**src/rtl/uart_arb_pkg.sv**
```systemverilog
// uart_arb_pkg: shared AXI channel types, FSM state codes and UART register offsets
package uart_arb_pkg;
  localparam logic [2:0] IDLE    = 3'd0;
  localparam logic [2:0] ARB     = 3'd1;
  localparam logic [2:0] POLL_AR = 3'd2;
  localparam logic [2:0] POLL_R  = 3'd3;
  localparam logic [2:0] WRITE   = 3'd4;
  localparam logic [2:0] RESP    = 3'd5;
  typedef logic [2:0] state_t;
  localparam logic [3:0] TX_OFFSET_DEF   = 4'hC;
  localparam logic [3:0] STAT_OFFSET_DEF = 4'h4;
  localparam logic [1:0] RESP_OKAY   = 2'b00;
  localparam logic [1:0] RESP_SLVERR = 2'b10;
  localparam logic [1:0] BURST_INCR  = 2'b01;
  localparam logic [2:0] SIZE_4B     = 3'd2;
  typedef struct packed {
    logic [3:0]  awid;
    logic [31:0] awaddr;
    logic [7:0]  awlen;
    logic [2:0]  awsize;
    logic [1:0]  awburst;
    logic        awvalid;
    logic [31:0] wdata;
    logic [3:0]  wstrb;
    logic        wlast;
    logic        wvalid;
    logic        bready;
    logic [3:0]  arid;
    logic [31:0] araddr;
    logic [7:0]  arlen;
    logic [2:0]  arsize;
    logic [1:0]  arburst;
    logic        arvalid;
    logic        rready;
  } s_axi_mosi_t;
  typedef struct packed {
    logic        awready;
    logic        wready;
    logic [3:0]  bid;
    logic [1:0]  bresp;
    logic        bvalid;
    logic        arready;
    logic [3:0]  rid;
    logic [31:0] rdata;
    logic [1:0]  rresp;
    logic        rlast;
    logic        rvalid;
  } s_axi_miso_t;
endpackage

```
**src/rtl/rr_arbiter.sv**
```systemverilog
// rr_arbiter: one-hot grant to the first requester at or after ptr, wrapping modulo N
module rr_arbiter #(
  parameter int N  = 4,
  parameter int IW = $clog2(N)
) (
  input  logic [N-1:0]  req,
  input  logic [IW-1:0] ptr,
  output logic [N-1:0]  gnt
);
  logic          found;
  logic [IW-1:0] idx;
  always_comb begin
    gnt   = '0;
    found = 1'b0;
    idx   = '0;
    for (int i = 0; i < N; i++) begin
      idx = IW'((int'(ptr) + i) % N);
      if (!found && req[idx]) begin
        gnt[idx] = 1'b1;
        found    = 1'b1;
      end
    end
  end
endmodule

```
**src/rtl/axi_uart_tx_arbiter.sv**
```systemverilog
// axi_uart_tx_arbiter: round-robin funnel of byte streams into single-beat AXI writes to a UART TX register.
// Define UART_ARB_STATUS_POLL_EN to read the FIFO status register and wait for space before every write.
module axi_uart_tx_arbiter
  import uart_arb_pkg::*;
#(
  parameter int          NUM_REQ       = 4,
  parameter logic [31:0] UART_BASE     = 32'h0,
  parameter logic [3:0]  TX_OFFSET     = TX_OFFSET_DEF,
  parameter logic [3:0]  STAT_OFFSET   = STAT_OFFSET_DEF,
  parameter int          TXF_SPACE_BIT = 16,
  parameter int          LOCK_TIMEOUT  = 255
) (
  input  logic                 clk,
  input  logic                 rst,
  input  logic [NUM_REQ-1:0]   req_valid_i,
  input  logic [NUM_REQ*8-1:0] req_data_i,
  input  logic [NUM_REQ-1:0]   req_last_i,
  output logic [NUM_REQ-1:0]   req_ready_o,
  output s_axi_mosi_t          axi_mosi,
  input  s_axi_miso_t          axi_miso,
  output logic [NUM_REQ-1:0]   grant_o,
  output logic                 err_o
);
  localparam int IW = $clog2(NUM_REQ);
  localparam int CW = $clog2(LOCK_TIMEOUT + 1);
`ifdef UART_ARB_STATUS_POLL_EN
  localparam state_t ISSUE = POLL_AR;
`else
  localparam state_t ISSUE = WRITE;
`endif
  state_t             state_q, state_d;
  logic [IW-1:0]      owner_q, owner_d, rr_q, rr_d;
  logic [NUM_REQ-1:0] grant_q, grant_d;
  logic [7:0]         data_q, data_d;
  logic               last_q, last_d, lock_q, lock_d;
  logic [CW-1:0]      cnt_q, cnt_d;
  logic               aw_done_q, aw_done_d, w_done_q, w_done_d;
  logic [NUM_REQ-1:0] arb_gnt;
  logic [IW-1:0]      arb_idx, sel_idx, nxt_owner;
  logic [7:0]         sel_data;
  logic               take, aw_hs, w_hs, b_hs, unused;
  rr_arbiter #(.N(NUM_REQ), .IW(IW)) u_rr (
    .req(req_valid_i),
    .ptr(rr_q),
    .gnt(arb_gnt)
  );
  // a held packet lock overrides the round-robin pick
  always_comb begin
    arb_idx = '0;
    for (int i = 0; i < NUM_REQ; i++) if (arb_gnt[i]) arb_idx = IW'(i);
    sel_idx  = lock_q ? owner_q : arb_idx;
    sel_data = '0;
    for (int i = 0; i < NUM_REQ; i++) if (sel_idx == IW'(i)) sel_data = req_data_i[i*8 +: 8];
  end
  assign take      = lock_q ? req_valid_i[owner_q] : |arb_gnt;
  assign nxt_owner = (owner_q == IW'(NUM_REQ - 1)) ? '0 : owner_q + 1'b1;
  assign aw_hs     = axi_mosi.awvalid & axi_miso.awready;
  assign w_hs      = axi_mosi.wvalid & axi_miso.wready;
  assign b_hs      = axi_mosi.bready & axi_miso.bvalid;
  assign unused    = ^{axi_miso, TXF_SPACE_BIT, STAT_OFFSET};
  always_comb begin
    state_d   = state_q;
    owner_d   = owner_q;
    rr_d      = rr_q;
    grant_d   = grant_q;
    data_d    = data_q;
    last_d    = last_q;
    lock_d    = lock_q;
    cnt_d     = cnt_q;
    aw_done_d = aw_done_q;
    w_done_d  = w_done_q;
    case (state_q)
      IDLE: state_d = ARB;
      ARB: begin
        if (take) begin
          owner_d = sel_idx;
          grant_d = NUM_REQ'(1) << sel_idx;
          data_d  = sel_data;
          last_d  = req_last_i[sel_idx];
          cnt_d   = '0;
          state_d = ISSUE;
        end else if (lock_q) begin
          cnt_d = cnt_q + 1'b1;
          if (cnt_q == CW'(LOCK_TIMEOUT - 1)) begin
            lock_d = 1'b0;
            cnt_d  = '0;
            rr_d   = nxt_owner;
          end
        end
      end
`ifdef UART_ARB_STATUS_POLL_EN
      POLL_AR: state_d = axi_miso.arready ? POLL_R : POLL_AR;
      POLL_R: if (axi_miso.rvalid)
        state_d = (axi_miso.rresp == RESP_OKAY && axi_miso.rdata[TXF_SPACE_BIT]) ? WRITE : POLL_AR;
`endif
      WRITE: begin
        aw_done_d = aw_done_q | aw_hs;
        w_done_d  = w_done_q | w_hs;
        if (aw_done_d && w_done_d) begin
          aw_done_d = 1'b0;
          w_done_d  = 1'b0;
          state_d   = RESP;
        end
      end
      RESP: if (b_hs) begin
        grant_d = '0;
        lock_d  = !last_q;
        rr_d    = last_q ? nxt_owner : rr_q;
        state_d = ARB;
      end
      default: state_d = IDLE;
    endcase
  end
  always_ff @(posedge clk) begin
    if (!rst) begin
      state_q   <= IDLE;
      owner_q   <= '0;
      rr_q      <= '0;
      grant_q   <= '0;
      data_q    <= '0;
      last_q    <= 1'b0;
      lock_q    <= 1'b0;
      cnt_q     <= '0;
      aw_done_q <= 1'b0;
      w_done_q  <= 1'b0;
    end else begin
      state_q   <= state_d;
      owner_q   <= owner_d;
      rr_q      <= rr_d;
      grant_q   <= grant_d;
      data_q    <= data_d;
      last_q    <= last_d;
      lock_q    <= lock_d;
      cnt_q     <= cnt_d;
      aw_done_q <= aw_done_d;
      w_done_q  <= w_done_d;
    end
  end
  always_comb begin
    axi_mosi         = '0;
    axi_mosi.awaddr  = UART_BASE + 32'(TX_OFFSET);
    axi_mosi.awsize  = SIZE_4B;
    axi_mosi.awburst = BURST_INCR;
    axi_mosi.awvalid = state_q == WRITE && !aw_done_q;
    axi_mosi.wdata   = {24'h0, data_q};
    axi_mosi.wstrb   = 4'b0001;
    axi_mosi.wlast   = 1'b1;
    axi_mosi.wvalid  = state_q == WRITE && !w_done_q;
    axi_mosi.bready  = state_q == RESP;
`ifdef UART_ARB_STATUS_POLL_EN
    axi_mosi.araddr  = UART_BASE + 32'(STAT_OFFSET);
    axi_mosi.arsize  = SIZE_4B;
    axi_mosi.arburst = BURST_INCR;
    axi_mosi.arvalid = state_q == POLL_AR;
    axi_mosi.rready  = state_q == POLL_R;
`endif
  end
  // ready is combinational so a requester can advance its byte on the same edge as the B handshake
  assign req_ready_o = (state_q == RESP && axi_miso.bvalid) ? grant_q : '0;
  assign grant_o     = grant_q;
`ifdef UART_ARB_STATUS_POLL_EN
  assign err_o = (state_q == RESP && axi_miso.bvalid && axi_miso.bresp != RESP_OKAY) ||
                 (state_q == POLL_R && axi_miso.rvalid && axi_miso.rresp != RESP_OKAY);
`else
  assign err_o = state_q == RESP && axi_miso.bvalid && axi_miso.bresp != RESP_OKAY;
`endif
endmodule

```
**config.mk**
```make
export PLATFORM = sky130hd
export DESIGN_NAME = axi_uart_tx_arbiter
export DESIGN_NICKNAME = d
export VERILOG_FILES = /design/src/rtl/uart_arb_pkg.sv /design/src/rtl/rr_arbiter.sv /design/src/rtl/axi_uart_tx_arbiter.sv
export SDC_FILE = /design/constraint.sdc
export NUM_CORES = 1
export LEC_CHECK = 0
export BUFFER_PORTS_ARGS = -buffer_cell sky130_fd_sc_hd__buf_2
export CAP_MARGIN = 15
export CORE_MARGIN = 3
export CORE_UTILIZATION = 37
export CTS_CLUSTER_SIZE = 40
export DETAILED_ROUTE_END_ITERATION = 16
export GPL_ROUTABILITY_DRIVEN = 0
export GPL_TIMING_DRIVEN = 1
export PLACE_DENSITY = 0.91
export SETUP_SLACK_MARGIN = 0.5
export SYNTH_ARGS = -nofsm -noshare
export SYNTH_HDL_FRONTEND = slang
export SYNTH_HIERARCHICAL = 1
export SYNTH_SLANG_ARGS = --single-unit
```
**constraint.sdc**
```tcl
create_clock -name clk -period 2.95 [get_ports clk]
set_input_delay 0.4425 -clock clk [delete_from_list [all_inputs] [get_ports clk]]
set_output_delay 0.4425 -clock clk [all_outputs]
set_load 0.1 [all_outputs]
```
==> results of run 1 <==
[per-layer routing]
| metal | vias to the layer above | share of wire (%) |
|---|---|---|
| li1 | 1197 | - |
| met1 | 1213 | 37 |
| met2 | 151 | 53 |
| met3 | 17 | 7.8 |
| met4 | 0 | 1.9 |
| met5 | - | 0 |
[per-stage QoR]
step	setup TNS, ps	total power, mW	instances	worst slack [ps]	hold slack (ps)
after floorplan	0	3.34	490	54.7	449
after global placement	-616	3.69	539	-103	461
after detailed placement	-1320	3.78	539	-199	464
after CTS	-51.0	4.45	560	-25.3	438
after global routing	-4010	5.22	569	-286	470
final	-1130	5.00	569	-164	444
[cell type report]
type / count / area, sq um
fillers: 706 / 4170
flip-flops and latches: 30 / 608
inverters: 7 / 31.3
multi-input cells: 318 / 2130
clock inverters: 1 / 5.00
repair buffers: 104 / 697
clock buffers: 7 / 86.3
well taps: 102 / 128
[worst min path at each step]
stage	cells past startpoint	endpoint
CTS	3	data_q[7]
detailed placement	2	data_q[3]
global route	3	w_done_q
floorplan	2	last_q
global placement	2	data_q[3]
finish	3	w_done_q
[Yosys cell counts (all sizes together) (6+ instances only)]
master	instances	area (sq um)
mux2	10	113
buf	131	978
a21oi	11	58.8
and3	6	37.5
mux2i	13	130
nor2b	8	50.1
nor2	19	73.8
nand2	31	116
ha	13	163
dfxtp	30	601
inv	7	26.3
a222oi	7	70.1
o21ai	15	75.1
[power breakdown]
part / leakage, nW / internal [mW] / switching (mW) / total [mW]
combinational: 1.55 / 1.43 / 2.54 / 3.97
sequential: 0.246 / 0.541 / 0.139 / 0.680
clock: 0.0482 / 0.188 / 0.160 / 0.348
[critical path, stage by stage, from the launching register on]
cell     delay (ps)
dfxtp_4         380
inv_4            40
ha_4            260
mux4_2          360
buf_6           160
nand2_1          70
o21ai_0          80
a221o_1         330
buf_4           180
o41ai_4         350
buf_4           190
nor2_4           40
buf_4           200
o21ai_0         230
a21oi_1          90
[flip-flops by register name, summed over array words and instances (netlist names)]
register / flops
state_q: 2
aw_done_q: 1
data_q: 8
rr_q: 2
lock_q: 1
grant_o: 4
owner_q: 2
cnt_q: 8
last_q: 1
w_done_q: 1
[logic make-up (layout without fill, tap and decap cells)]
logic type | count (synthesis) | after routing | synth area share, %
AOI/OAI and AO/OA | 51 | 51 | 12.8
xor gates and xnor gates | 7 | 7 | 2.01
adders and majority gates | 13 | 13 | 5.35
buffers and inverters | 143 | 119 | 33.6
DFF | 30 | 30 | 19.7
muxes | 27 | 27 | 11.1
other | 2 | 129 | 0.247
and+or+nand+nor | 90 | 91 | 15.1
[repair_timing]
action / CTS / global route
pin swaps: 17 / 22
gates cloned: 0 / 1
resized for setup: 33 / 26
setup endpoints to repair: 28 / 28
setup buffers: 13 / 8
==> results.yml, run 1 <==
yosys:
  ys_seq_area_share_pct: 19.7
  syn_area_sq_um: 3040
  postSynthCellCount: 363
  synth-seq-cells: 30
  avgSynthCellArea_sq_um: 8.38
  ys_warn_count: 6
  async_flop_share_pct: 0
  synth_edf_count: 0
  ys_types: 49
  ys.flop_type: "dfxtp_1"
final_layout:
  diodes: 0
  fin_nets: 571
  post-route-util_pct: 46.9
  final_common_cell: "conb_1"
  drive_gt1_share_pct: 35.5
  area_growth_pct: 21.0
  final_cell_mix: "conb_1 (129), buf_2 (66), nand2_1 (29)"
  stdcell_area_sq_um: 3680
clocking:
  cts_tree: "done"
  cts_hold_buf: 0
  numCtsBuffers: 5
  cts_buffer_depth: 2
  cts-htree-levels: 2
  insertion_delay_ps: 290
  clkTransAtPathRegs_ps: 60
  cts_root_buf: "clkbuf_8"
  clock_sink_count: 30
power_and_ir_drop:
  ir_worst_vdd_mv: 0.578
  p_leak_nw: 1.85
  powerDensity_nw_per_um2: 1360
detailed_routing:
  firstDrtPassIters: 6
  wire_per_inst_um: 13.7
  ant_nets: 0
  via_per_inst: 4.53
  vias: 2578
  first_iter_violations: 198
  wl_um: 7790
  drc: 0
critical_path:
  r2r_end: "data_q[6]"
  r2r_cells: 14
  worst-endpoint-arrival_ps: 3280
  r2r_slack_ps: -160
  crit_type: "reg2reg"
  startpoint: "rr_q[1]"
  critPathRequiredTime_ps: 3110
  rr_startpoint: "rr_q[1]"
  crit_end: "data_q[6]"
  cp-start-kind: "register"
  crit_fanout: 16
  worstSetupEndpointType: "register"
grt:
  grt.total_usage_pct: 14.2
  busiest_layer: "met2"
  grt_max_degree: 32
  grtUsageMet2_pct: 26.2
  overflow: 0
  use_met1_pct: 16.0
  use_met3_pct: 2.81
  grt_first_pass_wirelength_um: 11100
  antenna_found_initial: 0
  first_global_vias: 2311
sta:
  slew_headroom_pct: 62.9
  drv_slew: 0
  fin_ws_ps: -164
  max_freq_mhz: 321
  rsz0062_at_grt: "yes"
  tightest_slew_ps: 556
  finalSetupViolCount: 17
  finalCriticalPeriod_ps: 3110
  clock_skew_ps: 2.86
  timing.final.crit_share_pct: 106
  hold_viol: 0
die:
  coreArea_sq_um: 7850
  start_util_pct: 38.8
  die_area_sq_um: 9350
  chipWidth_um: 96.7
  dieHeight_um: 96.7
  num_rows: 32
  io_pins: 241
min_path:
  hold_class: "in2reg"
  min_from: "axi_miso[48]"
job:
  cap_violations: 0
placement:
  place_area_sq_um: 3180
  io_buffers: 66
  dp_hpwl_um: 5370
outcome:
  violations: "negative setup slack"
  outcome: "finished, violations left"
Power figures use the tool's default switching activity.
==> inputs of run 2 (changes only) <==
--- a/config.mk
+++ b/config.mk
@@ -5,6 +5,7 @@
 export SDC_FILE = /design/constraint.sdc
 export NUM_CORES = 1
 export LEC_CHECK = 0
+export ABC_AREA = 1
 export BUFFER_PORTS_ARGS = -buffer_cell sky130_fd_sc_hd__buf_2
 export CAP_MARGIN = 15
 export CORE_MARGIN = 3
@@ -13,7 +14,7 @@
 export DETAILED_ROUTE_END_ITERATION = 16
 export GPL_ROUTABILITY_DRIVEN = 0
 export GPL_TIMING_DRIVEN = 1
-export PLACE_DENSITY = 0.91
+export PLACE_DENSITY = 0.78
 export SETUP_SLACK_MARGIN = 0.5
 export SYNTH_ARGS = -nofsm -noshare
 export SYNTH_HDL_FRONTEND = slang
==> results.yml, run 2 <==
sta:
  rsz0062_at_grt: "no"
  timing.final.crit_share_pct: 78.3
  clock_skew_ps: 5.86
  finalCriticalPeriod_ps: 2310
  tightest_slew_ps: 528
  max_freq_mhz: 433
  slew_headroom_pct: 64.7
  setup_tns_ps: 0
  hold_viol: 0
  finalSetupViolCount: 0
  drv_slew: 0
  holdWs_ps: 476
yosys:
  ys_top_cells_by_count: "buf_4 (131), nand2_1 (105), nand3_1 (56)"
  ys.flop_type: "dfxtp_1"
  synth_most_common_cell: "buf_4"
  synth_top_area_cell: "buf_4"
  async_flop_share_pct: 0
  ys_seq_area_share_pct: 18.7
  ys_warn_count: 6
  synth_area_leaders: "buf_4 (31%), dfxtp_1 (19%), nand2_1 (12%)"
  synth_top_area_share_pct: 30.6
  postSynthCellCount: 495
  avgSynthCellArea_sq_um: 6.48
  synth-seq-cells: 30
  synth_edf_count: 0
  syn_area_sq_um: 3210
  ys_types: 30
detailed_routing:
  via_per_inst: 4.18
  first_iter_violations: 79
  wl_um: 6620
  vias: 2852
  firstDrtPassIters: 4
  ant_nets: 0
  wire_per_inst_um: 9.69
  drc: 0
clocking:
  insertion_delay_ps: 280
  numCtsBuffers: 5
  cts_root_buf: "clkbuf_8"
  cts_tree: "done"
  cts_buffer_depth: 2
  clock_sink_count: 30
  clkTransAtPathRegs_ps: 60
  cts-htree-levels: 2
final_layout:
  diodes: 0
  area_growth_pct: 9.36
  final_cell_mix: "conb_1 (129), nand2_1 (101), buf_2 (64)"
  stdcell_count: 683
  final_common_cell: "conb_1"
  fin_nets: 682
  fillerInstances: 831
  regArea_sq_um: 603
  multi_input_area_sq_um: 2010
  drive_gt1_share_pct: 23.2
critical_path:
  cpPeakStageDelay_ps: 440
  cp_cell_sequence: "ha_2 > nand2_1 > nor2_4 > buf_2"
  worst-endpoint-arrival_ps: 1870
  worstSetupEndpointType: "primary output"
  crit_slowest_cell: "buf_2"
  crit_fanout: 6
  crit_type: "reg2out"
  critPathRequiredTime_ps: 2510
  worst-path-buf-inv: 1
  cp-start-kind: "register"
  crit_family: "simple AND/OR/NAND/NOR gates"
placement:
  dpl.cell_count: 661
  io_buffers: 66
  dp_hpwl_um: 5120
power_and_ir_drop:
  p_leak_nw: 1.90
  ir_worst_vdd_mv: 0.826
  powerDensity_nw_per_um2: 1520
grt:
  grt_first_pass_wirelength_um: 10100
  overflow: 0
  grt_max_degree: 23
  antenna_found_initial: 0
  first_global_vias: 2306
  grt.total_usage_pct: 12.2
die:
  chipWidth_um: 99.1
  dieHeight_um: 99.1
  start_util_pct: 38.7
  num_rows: 33
  io_pins: 241
  die_area_sq_um: 9830
  coreArea_sq_um: 8300
min_path:
  hold_class: "in2reg"
job:
  cap_violations: 0
outcome:
  outcome: "complete, no violations"
run 2: cell types whose count changed after synthesis, moves of 5 or more:
| cell | before | now |
|---|---|---|
| a222oi_1 | 7 | 0 |
| mux2i_1 | 13 | 0 |
| nand3_1 | 5 | 56 |
| a21oi_1 | 10 | 15 |
| nor2_1 | 18 | 54 |
| nand2_1 | 31 | 105 |
| nor2b_1 | 8 | 0 |
| nand2_4 | 0 | 5 |
| nor3_1 | 3 | 8 |
| inv_2 | 0 | 6 |
| inv_1 | 7 | 35 |
| mux2_2 | 9 | 0 |
| and3_1 | 6 | 0 |
run 2: path summary, 6_finish.rpt:
check             slack (ps)            from              to  depth (start not counted)
setup reg to reg         670         rr_q[1]       data_q[6]                         19
setup / recovery         640      state_q[0]  req_ready_o[0]                          4
hold reg to reg          500        cnt_q[0]        cnt_q[0]                          2
hold / removal           480  req_data_i[24]       data_q[0]                          5
run 2: area by class of cell:
cell class,count,share of cell area (%)
clock inverter,1,0.856
inverter,42,4.85
tap,105,3.74
sequential,30,17.2
clock buffer,7,2.17
multi-input combinational,415,57.3
timing repair buffer,83,13.9
run 2: per-layer routing:
| metal | part of all wire [%] | global-route usage [%] | vias up | wire [um] |
|---|---|---|---|---|
| li1 | - | - | 1465 | - |
| met1 | 40 | 15.8 | 1221 | 2680 |
| met2 | 47 | 20.3 | 154 | 3130 |
| met3 | 10 | 2.03 | 12 | 688 |
| met4 | 1.9 | 4.52 | 0 | 123 |
| met5 | 0 | 0 | - | 0 |
run 2: logic make-up after synthesis:
family	Yosys count	synth area share [%]
simple gates	239	33.4
other cells	2	0.234
buf+inv	178	37.0
fa+ha+maj	13	5.07
xor+xnor	1	0.273
flops	30	18.7
compound gates	32	5.34
run 2: worst reg2reg max path: stages, from the launching register on:
cell and delay, ps:
dfxtp_2 330, inv_2 70, ha_4 290, inv_2 50, nand3_1 90, nand2_2 80, nand3_1 70, nand2_1 50
inv_1 60, nand3_2 110, nor2_4 150, nand2_2 80, o21ai_4 100, clkinv_4 90, buf_12 140, buf_4 140
nand3_1 60, nand3_1 70, nor2_1 100, nor2_1 40
run 2: repair_timing:
action | 4_1_cts | 5_1_grt
buffers inserted | 5 | 8
endpoints found under the setup margin | 18 | 31
cloned | 1 | 0
hold buffers | 0 | 0
resized for setup | 2 | 22
pin swaps | 3 | 5
run 2: through the flow:
stage	util [%]	cell area [sq um]	power [mW]	setup WS, ps
2_1_floorplan	-	3730	3.86	515
6_report	42.3	3510	5.35	641
5_1_grt	42.3	3510	5.79	491
3_5_place_dp	38.5	3190	4.19	414
3_3_place_gp	38.5	3190	4.17	407
4_1_cts	40.5	3360	4.89	501
run 2: power by group:
part / leakage [nW] / switching (mW) / internal (mW)
logic: 1.60 / 3.04 / 1.31
registers: 0.246 / 0.0807 / 0.511
clock network: 0.0524 / 0.148 / 0.252
==> inputs of run 3 (changes only) <==
--- a/config.mk
+++ b/config.mk
@@ -5,16 +5,16 @@
 export SDC_FILE = /design/constraint.sdc
 export NUM_CORES = 1
 export LEC_CHECK = 0
-export ABC_AREA = 1
+export ABC_AREA = 0
 export BUFFER_PORTS_ARGS = -buffer_cell sky130_fd_sc_hd__buf_2
 export CAP_MARGIN = 15
 export CORE_MARGIN = 3
-export CORE_UTILIZATION = 37
+export CORE_UTILIZATION = 40
 export CTS_CLUSTER_SIZE = 40
 export DETAILED_ROUTE_END_ITERATION = 16
 export GPL_ROUTABILITY_DRIVEN = 0
 export GPL_TIMING_DRIVEN = 1
-export PLACE_DENSITY = 0.78
+export PLACE_DENSITY = 0.81
 export SETUP_SLACK_MARGIN = 0.5
 export SYNTH_ARGS = -nofsm -noshare
 export SYNTH_HDL_FRONTEND = slang
==> constraint.sdc (replaced) <==
create_clock -name clk -period 2.4 [get_ports clk]
set_input_delay 0.36 -clock clk [delete_from_list [all_inputs] [get_ports clk]]
set_output_delay 0.36 -clock clk [all_outputs]
set_load 0.1 [all_outputs]
==> results.yml, run 3 (synthesized netlist as in run 1, its figures left out) <==
outcome:
  violations: "negative setup slack"
  outcome: "finished, violations left"
grt:
  antenna_found_initial: 0
  overflow: 0
  grt_max_degree: 32
  first_global_vias: 2175
  grt.total_usage_pct: 14.8
  grt_first_pass_wirelength_um: 10400
placement:
  place_area_sq_um: 3250
  dpl.cell_count: 542
  io_buffers: 66
  dp_hpwl_um: 5220
clocking:
  numCtsBuffers: 5
  clkTransAtPathRegs_ps: 70
  insertion_delay_ps: 290
  cts_buffer_depth: 2
  cts_root_buf: "clkbuf_8"
  cts-htree-levels: 2
  clock_sink_count: 30
  cts_hold_buf: 0
  cts_tree: "done"
sta:
  finalCriticalPeriod_ps: 2960
  max_freq_mhz: 337
  drv_slew: 0
  finalSetupViolCount: 28
  hold_viol: 0
  clock_skew_ps: 12.4
  fin_ws_ps: -563
  tightest_slew_ps: 569
  rsz0062_at_grt: "yes"
  slew_headroom_pct: 62.1
  timing.final.crit_share_pct: 123
final_layout:
  diodes: 0
  fillerInstances: 661
  stdcell_count: 559
  final_cell_mix: "conb_1 (129), buf_2 (59), buf_4 (32)"
  final_common_cell: "conb_1"
  stdcell_area_sq_um: 3590
  multi_input_area_sq_um: 2100
  drive_gt1_share_pct: 36.3
  area_growth_pct: 17.9
  regArea_sq_um: 614
  post-route-util_pct: 48.9
  fin_nets: 565
power_and_ir_drop:
  p_leak_nw: 1.75
  ir_worst_vdd_mv: 0.609
  powerDensity_nw_per_um2: 1570
  finalPower_mw: 5.64
die:
  num_rows: 31
  start_util_pct: 41.5
  chipWidth_um: 93.2
  io_pins: 241
  dieHeight_um: 93.2
  coreArea_sq_um: 7330
  die_area_sq_um: 8690
detailed_routing:
  first_iter_violations: 114
  via_per_inst: 4.50
  firstDrtPassIters: 5
  ant_nets: 0
  drc: 0
  vias: 2517
  wl_um: 7000
  wire_per_inst_um: 12.5
critical_path:
  cp-start-kind: "register"
  critPathRequiredTime_ps: 2570
  worstSetupEndpointType: "register"
  crit_type: "reg2reg"
  worst-endpoint-arrival_ps: 3130
  crit_fanout: 8
  r2r_slack_ps: -560
min_path:
  hold_class: "in2reg"
job:
  cap_violations: 0
## run 3: cell types whose count changed in the layout (fill, tap and decap cells not counted), moves of 13 or more
cell     delta
nand2_1    -71
mux2i_1    +13
inv_1      -28
nor2_1     -39
nand3_1    -47
buf_4      +18
## run 3: worst max-delay path, stage by stage, from the launching register on
cell and delay, ps:
dfxtp_4 400, buf_4 120, mux4_2 490, nor4b_4 150, buf_4 140, a221o_1 330
nand2b_4 160, a21oi_4 160, buf_12 140, mux2_4 300, a222oi_1 310, a21oi_1 130
## run 3: worst paths after layout
path	start	end	cells after the start
max	rr_q[0]	data_q[7]	11
min	req_data_i[18]	data_q[2]	3
max reg2reg	rr_q[0]	data_q[7]	11
min reg2reg	grant_o[1]	grant_o[1]	2
## run 3: final cells by class
type	count	area share (%)
clock buffers	7	2.41
inverters	7	0.802
multi-input cells	317	58.5
flip-flops and latches	30	17.1
well taps	99	3.45
repair buffers	99	17.7
## run 3: repair_timing
| action | in CTS | in global routing |
|---|---|---|
| setup buffers | 5 | 5 |
| cloned | 0 | 0 |
| gates resized for setup | 22 | 30 |
| endpoints found under the setup margin | 35 | 36 |
| pin swaps | 17 | 18 |
## run 3: through the flow
step           TNS, ps  hold slack, ps  setup WS (ps)
2_1_floorplan    -7410             449           -495
3_3_place_gp    -11190             460           -547
3_5_place_dp    -13720             465           -656
4_1_cts         -13260             353           -562
5_1_grt         -16070             367           -697
6_report        -12480             356           -563
## run 3: where the power goes
group	internal (mW)	total (mW)	switching, mW	leakage (nW)
combinational	1.47	4.37	2.90	1.46
clock	0.227	0.416	0.189	0.0443
sequential	0.670	0.853	0.183	0.248
## run 3: per-layer routing
layer / vias up / global-route usage (%) / wire, um / part of all wire (%)
li1: 1179 / - / - / -
met2: 142 / 25.6 / 3670 / 52
met4: 0 / 5.13 / 144 / 2.1
met5: - / 0 / 0 / 0
met1: 1179 / 17.7 / 2610 / 37
met3: 17 / 3.70 / 580 / 8.3
